$ cat src/rtl/muldiv_sequencer_if.sv
// Request/result bundle between the control unit (master) and the
// iterative multiply/divide engine (slave).
interface muldiv_sequencer_if #(
    parameter int WIDTH = 32
);
    // Handshake: Start is taken only while Busy=0, together with Op/A/B in
    // that same cycle. Busy stays high until the engine returns to idle.
    // Done pulses for one cycle, and Hi_out/Lo_out/Div_by_zero are valid
    // from that cycle on. Start is neither queued nor seen while Busy=1.
    logic             Start;
    logic             Op;
    logic [WIDTH-1:0] A;
    logic [WIDTH-1:0] B;
    logic             Busy;
    logic             Done;
    logic [WIDTH-1:0] Hi_out;
    logic [WIDTH-1:0] Lo_out;
    logic             Div_by_zero;

    modport master (
        output Start, Op, A, B,
        input  Busy, Done, Hi_out, Lo_out, Div_by_zero
    );

    modport slave (
        input  Start, Op, A, B,
        output Busy, Done, Hi_out, Lo_out, Div_by_zero
    );
endinterface

$ cat src/rtl/muldiv_sequencer.sv
// Iterative signed multiply (radix-2 Booth) and divide (non-restoring) engine
// for MUL/DIV. Each takes one step per clock. Results land in Hi_out/Lo_out.
module muldiv_sequencer #(
    parameter int WIDTH = 32
) (
    input  logic                 Clock,
    input  logic                 Reset,
    muldiv_sequencer_if.slave    bus,
    output logic [2:0]           o_dbg_state
);
    localparam int CW = $clog2(WIDTH);

    typedef enum logic [2:0] {
        S_IDLE    = 3'd0,
        S_MUL_RUN = 3'd1,
        S_DIV_RUN = 3'd2,
        S_DIV_FIX = 3'd3,
        S_DONE    = 3'd4
    } state_t;

    state_t              r_state;
    state_t              w_next_state;
    logic [CW-1:0]       r_count;
    logic [WIDTH-1:0]    r_a;
    logic [WIDTH-1:0]    r_b;
    logic [WIDTH-1:0]    r_hi;
    logic [WIDTH-1:0]    r_lo;
    logic                r_dbz;

    // Booth accumulator: {upper (WIDTH+1), multiplier (WIDTH), q-1}.
    // The upper half carries one guard bit so that subtracting the most
    // negative multiplicand cannot overflow.
    logic [2*WIDTH+1:0]  r_acc;
    logic [WIDTH:0]      w_upper;
    logic [WIDTH:0]      w_mext;
    logic [2*WIDTH+1:0]  w_acc_next;

    // Non-restoring divider on magnitudes.
    logic [WIDTH:0]      r_rem;
    logic [WIDTH-1:0]    r_quo;
    logic [WIDTH-1:0]    r_dmag;
    logic [WIDTH:0]      w_dext;
    logic [WIDTH:0]      w_rem_sh;
    logic [WIDTH:0]      w_rem_next;
    logic [WIDTH-1:0]    w_quo_next;
    logic [WIDTH-1:0]    w_rem_fix;
    logic [WIDTH-1:0]    w_q_signed;
    logic [WIDTH-1:0]    w_r_signed;

    logic [WIDTH-1:0]    w_a_mag;
    logic [WIDTH-1:0]    w_b_mag;
    logic                w_last;

    assign w_a_mag = bus.A[WIDTH-1] ? (~bus.A + 1'b1) : bus.A;
    assign w_b_mag = bus.B[WIDTH-1] ? (~bus.B + 1'b1) : bus.B;
    assign w_last  = (r_count == CW'(WIDTH - 1));

    always_comb begin
        w_mext  = {r_a[WIDTH-1], r_a};
        w_upper = r_acc[2*WIDTH+1:WIDTH+1];
        case (r_acc[1:0])
            2'b01:   w_upper = w_upper + w_mext;
            2'b10:   w_upper = w_upper - w_mext;
            default: w_upper = r_acc[2*WIDTH+1:WIDTH+1];
        endcase
        w_acc_next = {w_upper[WIDTH], w_upper, r_acc[WIDTH:1]};
    end

    always_comb begin
        w_dext     = {1'b0, r_dmag};
        w_rem_sh   = {r_rem[WIDTH-1:0], r_quo[WIDTH-1]};
        w_rem_next = r_rem[WIDTH] ? (w_rem_sh + w_dext) : (w_rem_sh - w_dext);
        w_quo_next = {r_quo[WIDTH-2:0], ~w_rem_next[WIDTH]};
        // The final correction leaves the remainder in [0, |B|), so WIDTH bits suffice.
        w_rem_fix  = r_rem[WIDTH] ? (r_rem[WIDTH-1:0] + r_dmag) : r_rem[WIDTH-1:0];
        w_q_signed = (r_a[WIDTH-1] ^ r_b[WIDTH-1]) ? (~r_quo + 1'b1) : r_quo;
        w_r_signed = r_a[WIDTH-1] ? (~w_rem_fix + 1'b1) : w_rem_fix;
    end

    always_ff @(posedge Clock or posedge Reset) begin
        if (Reset) begin
            r_state <= S_IDLE;
        end else begin
            r_state <= w_next_state;
        end
    end

    // A zero divisor skips the iterations and takes the one-cycle fixup
    // path, so its result is ready one cycle after Start.
    always_comb begin
        w_next_state = r_state;
        bus.Busy     = (r_state != S_IDLE);
        bus.Done     = (r_state == S_DONE);
        case (r_state)
            S_IDLE: begin
                if (bus.Start) begin
                    if (!bus.Op)               w_next_state = S_MUL_RUN;
                    else if (bus.B == '0)      w_next_state = S_DIV_FIX;
                    else                       w_next_state = S_DIV_RUN;
                end
            end
            S_MUL_RUN: if (w_last) w_next_state = S_DONE;
            S_DIV_RUN: if (w_last) w_next_state = S_DIV_FIX;
            S_DIV_FIX: w_next_state = S_DONE;
            S_DONE:    w_next_state = S_IDLE;
            default:   w_next_state = S_IDLE;
        endcase
    end

    always_ff @(posedge Clock or posedge Reset) begin
        if (Reset) begin
            r_count <= '0;
            r_a     <= '0;
            r_b     <= '0;
            r_acc   <= '0;
            r_rem   <= '0;
            r_quo   <= '0;
            r_dmag  <= '0;
            r_hi    <= '0;
            r_lo    <= '0;
            r_dbz   <= 1'b0;
        end else begin
            case (r_state)
                S_IDLE: begin
                    if (bus.Start) begin
                        r_a     <= bus.A;
                        r_b     <= bus.B;
                        r_count <= '0;
                        r_acc   <= {{(WIDTH+1){1'b0}}, bus.B, 1'b0};
                        r_rem   <= '0;
                        r_quo   <= w_a_mag;
                        r_dmag  <= w_b_mag;
                    end
                end
                S_MUL_RUN: begin
                    r_acc   <= w_acc_next;
                    r_count <= w_last ? '0 : r_count + 1'b1;
                    if (w_last) begin
                        r_hi  <= w_acc_next[2*WIDTH:WIDTH+1];
                        r_lo  <= w_acc_next[WIDTH:1];
                        r_dbz <= 1'b0;
                    end
                end
                S_DIV_RUN: begin
                    r_rem   <= w_rem_next;
                    r_quo   <= w_quo_next;
                    r_count <= w_last ? '0 : r_count + 1'b1;
                end
                S_DIV_FIX: begin
                    if (r_b == '0) begin
                        r_hi  <= r_a;
                        r_lo  <= '1;
                        r_dbz <= 1'b1;
                    end else begin
                        r_hi  <= w_r_signed;
                        r_lo  <= w_q_signed;
                        r_dbz <= 1'b0;
                    end
                end
                default: begin
                end
            endcase
        end
    end

    assign bus.Hi_out      = r_hi;
    assign bus.Lo_out      = r_lo;
    assign bus.Div_by_zero = r_dbz;
    assign o_dbg_state     = r_state;
endmodule

$ cat src/flat_wrapper.sv
// flat-port wrapper written by rule: the top's interface ports become plain ports
module muldiv_sequencer_flat 
#(
    parameter int WIDTH = 32
)
  (Clock, Reset, o_dbg_state, bus_Start, bus_Op, bus_A, bus_B, bus_Busy, bus_Done, bus_Hi_out, bus_Lo_out, bus_Div_by_zero);
  muldiv_sequencer_if #(.WIDTH(WIDTH)) bus_i ();
  input  logic Clock;
  input  logic Reset;
  output logic [2:0] o_dbg_state;
  input wire logic [$bits(bus_i.Start)-1:0] bus_Start;
  input wire logic [$bits(bus_i.Op)-1:0] bus_Op;
  input wire logic [$bits(bus_i.A)-1:0] bus_A;
  input wire logic [$bits(bus_i.B)-1:0] bus_B;
  output wire logic [$bits(bus_i.Busy)-1:0] bus_Busy;
  output wire logic [$bits(bus_i.Done)-1:0] bus_Done;
  output wire logic [$bits(bus_i.Hi_out)-1:0] bus_Hi_out;
  output wire logic [$bits(bus_i.Lo_out)-1:0] bus_Lo_out;
  output wire logic [$bits(bus_i.Div_by_zero)-1:0] bus_Div_by_zero;
  assign bus_i.Start = bus_Start;
  assign bus_i.Op = bus_Op;
  assign bus_i.A = bus_A;
  assign bus_i.B = bus_B;
  assign bus_Busy = bus_i.Busy;
  assign bus_Done = bus_i.Done;
  assign bus_Hi_out = bus_i.Hi_out;
  assign bus_Lo_out = bus_i.Lo_out;
  assign bus_Div_by_zero = bus_i.Div_by_zero;
  muldiv_sequencer #(.WIDTH(WIDTH)) u_core (.Clock(Clock), .Reset(Reset), .bus(bus_i), .o_dbg_state(o_dbg_state));
endmodule
$ cat config.mk
export PLATFORM = sky130hd
export DESIGN_NAME = muldiv_sequencer_flat
export DESIGN_NICKNAME = d
export VERILOG_FILES = /design/src/rtl/muldiv_sequencer_if.sv /design/src/rtl/muldiv_sequencer.sv /design/src/flat_wrapper.sv
export SDC_FILE = /design/constraint.sdc
export NUM_CORES = 1
export LEC_CHECK = 0
export ABC_AREA = 1
export ABC_CLOCK_PERIOD_IN_PS = 21700
export CAP_MARGIN = 20
export CORE_MARGIN = 10
export CORE_UTILIZATION = 37
export CTS_BUF_LIST = sky130_fd_sc_hd__clkbuf_4 sky130_fd_sc_hd__clkbuf_8
export DETAILED_ROUTE_END_ITERATION = 12
export GPL_ROUTABILITY_DRIVEN = 0
export GPL_TIMING_DRIVEN = 0
export PLACE_DENSITY = 0.64
export SLEW_MARGIN = 20
export SYNTH_ARGS = -nofsm -noshare
export SYNTH_HDL_FRONTEND = slang
export SYNTH_SLANG_ARGS = --single-unit
$ cat constraint.sdc
create_clock -name Clock -period 21.7 [get_ports Clock]
set_input_delay 4.34 -clock Clock [delete_from_list [all_inputs] [get_ports Clock]]
set_output_delay 4.34 -clock Clock [all_outputs]
set_load 0.05 [all_outputs]
==> flow_summary.ini <==
[run_status]
status = complete, no violations

[grt]
grt-ovfl-total = 0
grt.busiest_layer = met2
grt_start_max_net_pins = 93
antenna_found_initial = 2
grtUsageMet2_pct = 37.5
grt_pass1_wl_mm = 137
grt_use_met1_pct = 31.7
grt_pass1_vias = 22900
grt_use_total_pct = 23.9
met3_usage_pct = 4.00

[timing]
finalSetupViolations = 0
fmax_mhz = 138
finalClockSkew_ns = 0.0525
fin_crit_sh_pct = 33.4
period_needed_ns = 7.25
tns_ns = 0
worstMarginPinSlew_ns = 1.04
hold_viol_final = 0
maxSlewViolCount = 0
relSlewSlack_pct = 30.3
rsz0062_at_grt = false

[floorplanning]
io_pins = 138
die_w_um = 271
start_util_pct = 37.5
fp-row-count = 91
die_area_um2 = 73400
die_h_um = 271
core_um2 = 62100

[detailed_routing]
antenna_left = 0
routedWlPerCell_um = 20.1
via_per_inst = 5.47
drt_iter0_drc = 2794
dr.pass1.iters = 6
drc = 0
wl_mm = 91.6
dr_total_vias = 24900

[yosys]
ys.flop_type = dfrtp_1
syn_area_um2 = 23300
synthCells = 3479
synth_warnings = 0
synth.area.top_cells = dfrtp_1 32%, nand2_1 15%, inv_1 7.6%, o21ai_0 5.6%, ha_1 5.6%
synth-edff-count = 0
synthDistinctLibCells = 64
synth_area_per_cell_um2 = 6.70
syn-num-nets = 3654
synth_largest_area_cell = dfrtp_1
yosysSeqAreaShare_pct = 32.0
yosys.area.top_type_share_pct = 32.0
synth-seq-cells = 298
ys_async_sr_fraction_pct = 100

[clock_network]
cts.sinks = 298
cts_tree = yes
clock-root-buffer = clkbuf_8
clock_latency_ns = 0.70
h-tree-depth = 2
cts_resized = 0
cts-buffers-inserted = 56
cts_max_path_buffers = 3
post_cts_buffers = 0
path_clk_slew_ns = 0.06
hold_buffers = 0

[final_layout]
regArea_um2 = 7460
area_delta_synth_final_pct = 16.5
final_layout_size_suffix_gt1_share_pct = 5.94
post_layout_nonfiller_instances = 4562
final_area_um2 = 27100
final_nets = 3852
fillCellCount = 6406
multi_input_area_um2 = 13500

[critical_path]
cp_slowest_stage_delay_ns = 0.88
critPathCaptureType = primary output
crit_path_start_kind = register
r2r_start = u_core.r_rem[32]
slowest_stage = clkdlybuf4s50_1
cp.arrival_ns = 2.91
cpMostUsedCell = clkbuf_1
critical_path_class = reg -> out
worstPathRequired_ns = 17.36
path_max_fanout = 10
path_cells = clkbuf_1 -> clkbuf_1 -> nor3_1 -> clkdlybuf4s50_1
worst_setup_path_startpoint = u_core.o_dbg_state[1]

[run]
drv_cap = 0

[place]
post_dp_cell_area_um2 = 25800
placed_cells = 4456
numPortBuffers = 136
dp_hpwl_mm = 74.3

[min_path]
hold_class = reg -> reg
holdCritStartpoint = u_core.bus.Lo_out[13]
## cells in the final DEF (no fill, tap or decap), types with 11 or more instances in the layout
cell type	count
a21oi_1	183
a221o_1	21
a31oi_1	33
buf_1	15
clkbuf_1	87
clkbuf_4	16
clkbuf_8	75
clkdlybuf4s50_1	136
dfrtp_1	298
ha_1	104
inv_1	473
inv_2	15
nand2_1	932
nand2_2	11
nand3_1	223
nand4_1	40
nor2_1	310
nor2_2	16
nor3_1	44
nor3_2	11
nor4_1	16
o211ai_1	26
o21ai_0	261
o21ai_1	17
o221ai_1	33
o22ai_1	36
o31ai_1	17
or2_2	31
xnor2_1	12
xor2_1	92
## critical path, delay by kind of cell, from the launching register on
| kind | cells | cell delay, ns |
|---|---|---|
| buffers and inverters | 3 | 1.47 |
| AND/OR/NAND/NOR | 1 | 0.35 |
| flip-flops | 1 | 0.41 |
## through the flow
step	hold slack [ns]	utilization [%]	setup slack [ns]
after floorplan	0.449	-	9.13
after global placement	0.462	41.4	5.13
after detailed placement	0.464	41.6	14.04
after CTS	0.485	43.7	14.43
after global routing	0.498	43.7	14.35
final	0.482	43.7	14.45
## kinds of logic after synthesis
logic type,after synthesis,synth area share (%)
fa+ha+maj,107,5.84
compound gates,705,18.1
flops,298,32.0
xor+xnor,104,3.91
simple gates,1659,30.2
buf+inv,606,9.96
## sequential cells by signal (all words and copies together), names as in the netlist, 31 cells and up
name	cells
u_core.r_acc	65
u_core.r_rem	33
u_core.bus.Hi_out	32
u_core.bus.Lo_out	32
u_core.r_a	32
u_core.r_b	32
u_core.r_quo	32
u_core.r_dmag	31
## worst paths after layout
| kind | to | slack [ns] | cells after the start |
|---|---|---|---|
| setup / recovery | bus_Done | 14.45 | 4 |
| hold / removal | u_core.bus.Lo_out[13] | 0.48 | 2 |
| setup reg to reg | u_core.r_rem[30] | 16.16 | 23 |
| hold reg to reg | u_core.bus.Lo_out[13] | 0.48 | 2 |
| max in group asynchronous | u_core.r_dmag[24] | 16.46 | 4 |
| min in group asynchronous | u_core.r_quo[11] | 4.03 | 2 |
## layout make-up
| class | instances | share of cell area [%] |
|---|---|---|
| multi-input combinational | 2575 | 49.9 |
| inverter | 493 | 6.88 |
| tap | 837 | 3.86 |
| buffer | 113 | 1.70 |
| antenna | 2 | 0.0184 |
| clock buffer | 91 | 4.25 |
| clock inverter | 13 | 0.609 |
| sequential | 298 | 27.5 |
| timing repair buffer | 140 | 5.35 |
## synthesized netlist by cell type, drive strengths merged (12+ instances only)
cell,n
nand2,944
inv,490
nor2,331
dfrtp,298
o21ai,281
nand3,227
a21oi,184
ha,104
xor2,92
clkbuf,87
nor3,55
nand4,40
o22ai,36
a31oi,33
o221ai,33
or2,32
buf,26
o211ai,26
a221o,21
o31ai,19
nor4,16
xnor2,12
## per-layer routing
layer	vias to the layer above	wire, µm	part of all wire, %
met5	-	13	0.014
met2	1196	40500	44
met4	2	4550	5.0
met1	11600	38900	43
li1	11900	-	-
met3	215	7550	8.2
Power is left out: the tool's default activity adds up to more than one toggle a clock period on the data nets, which glitch-free logic cannot reach.
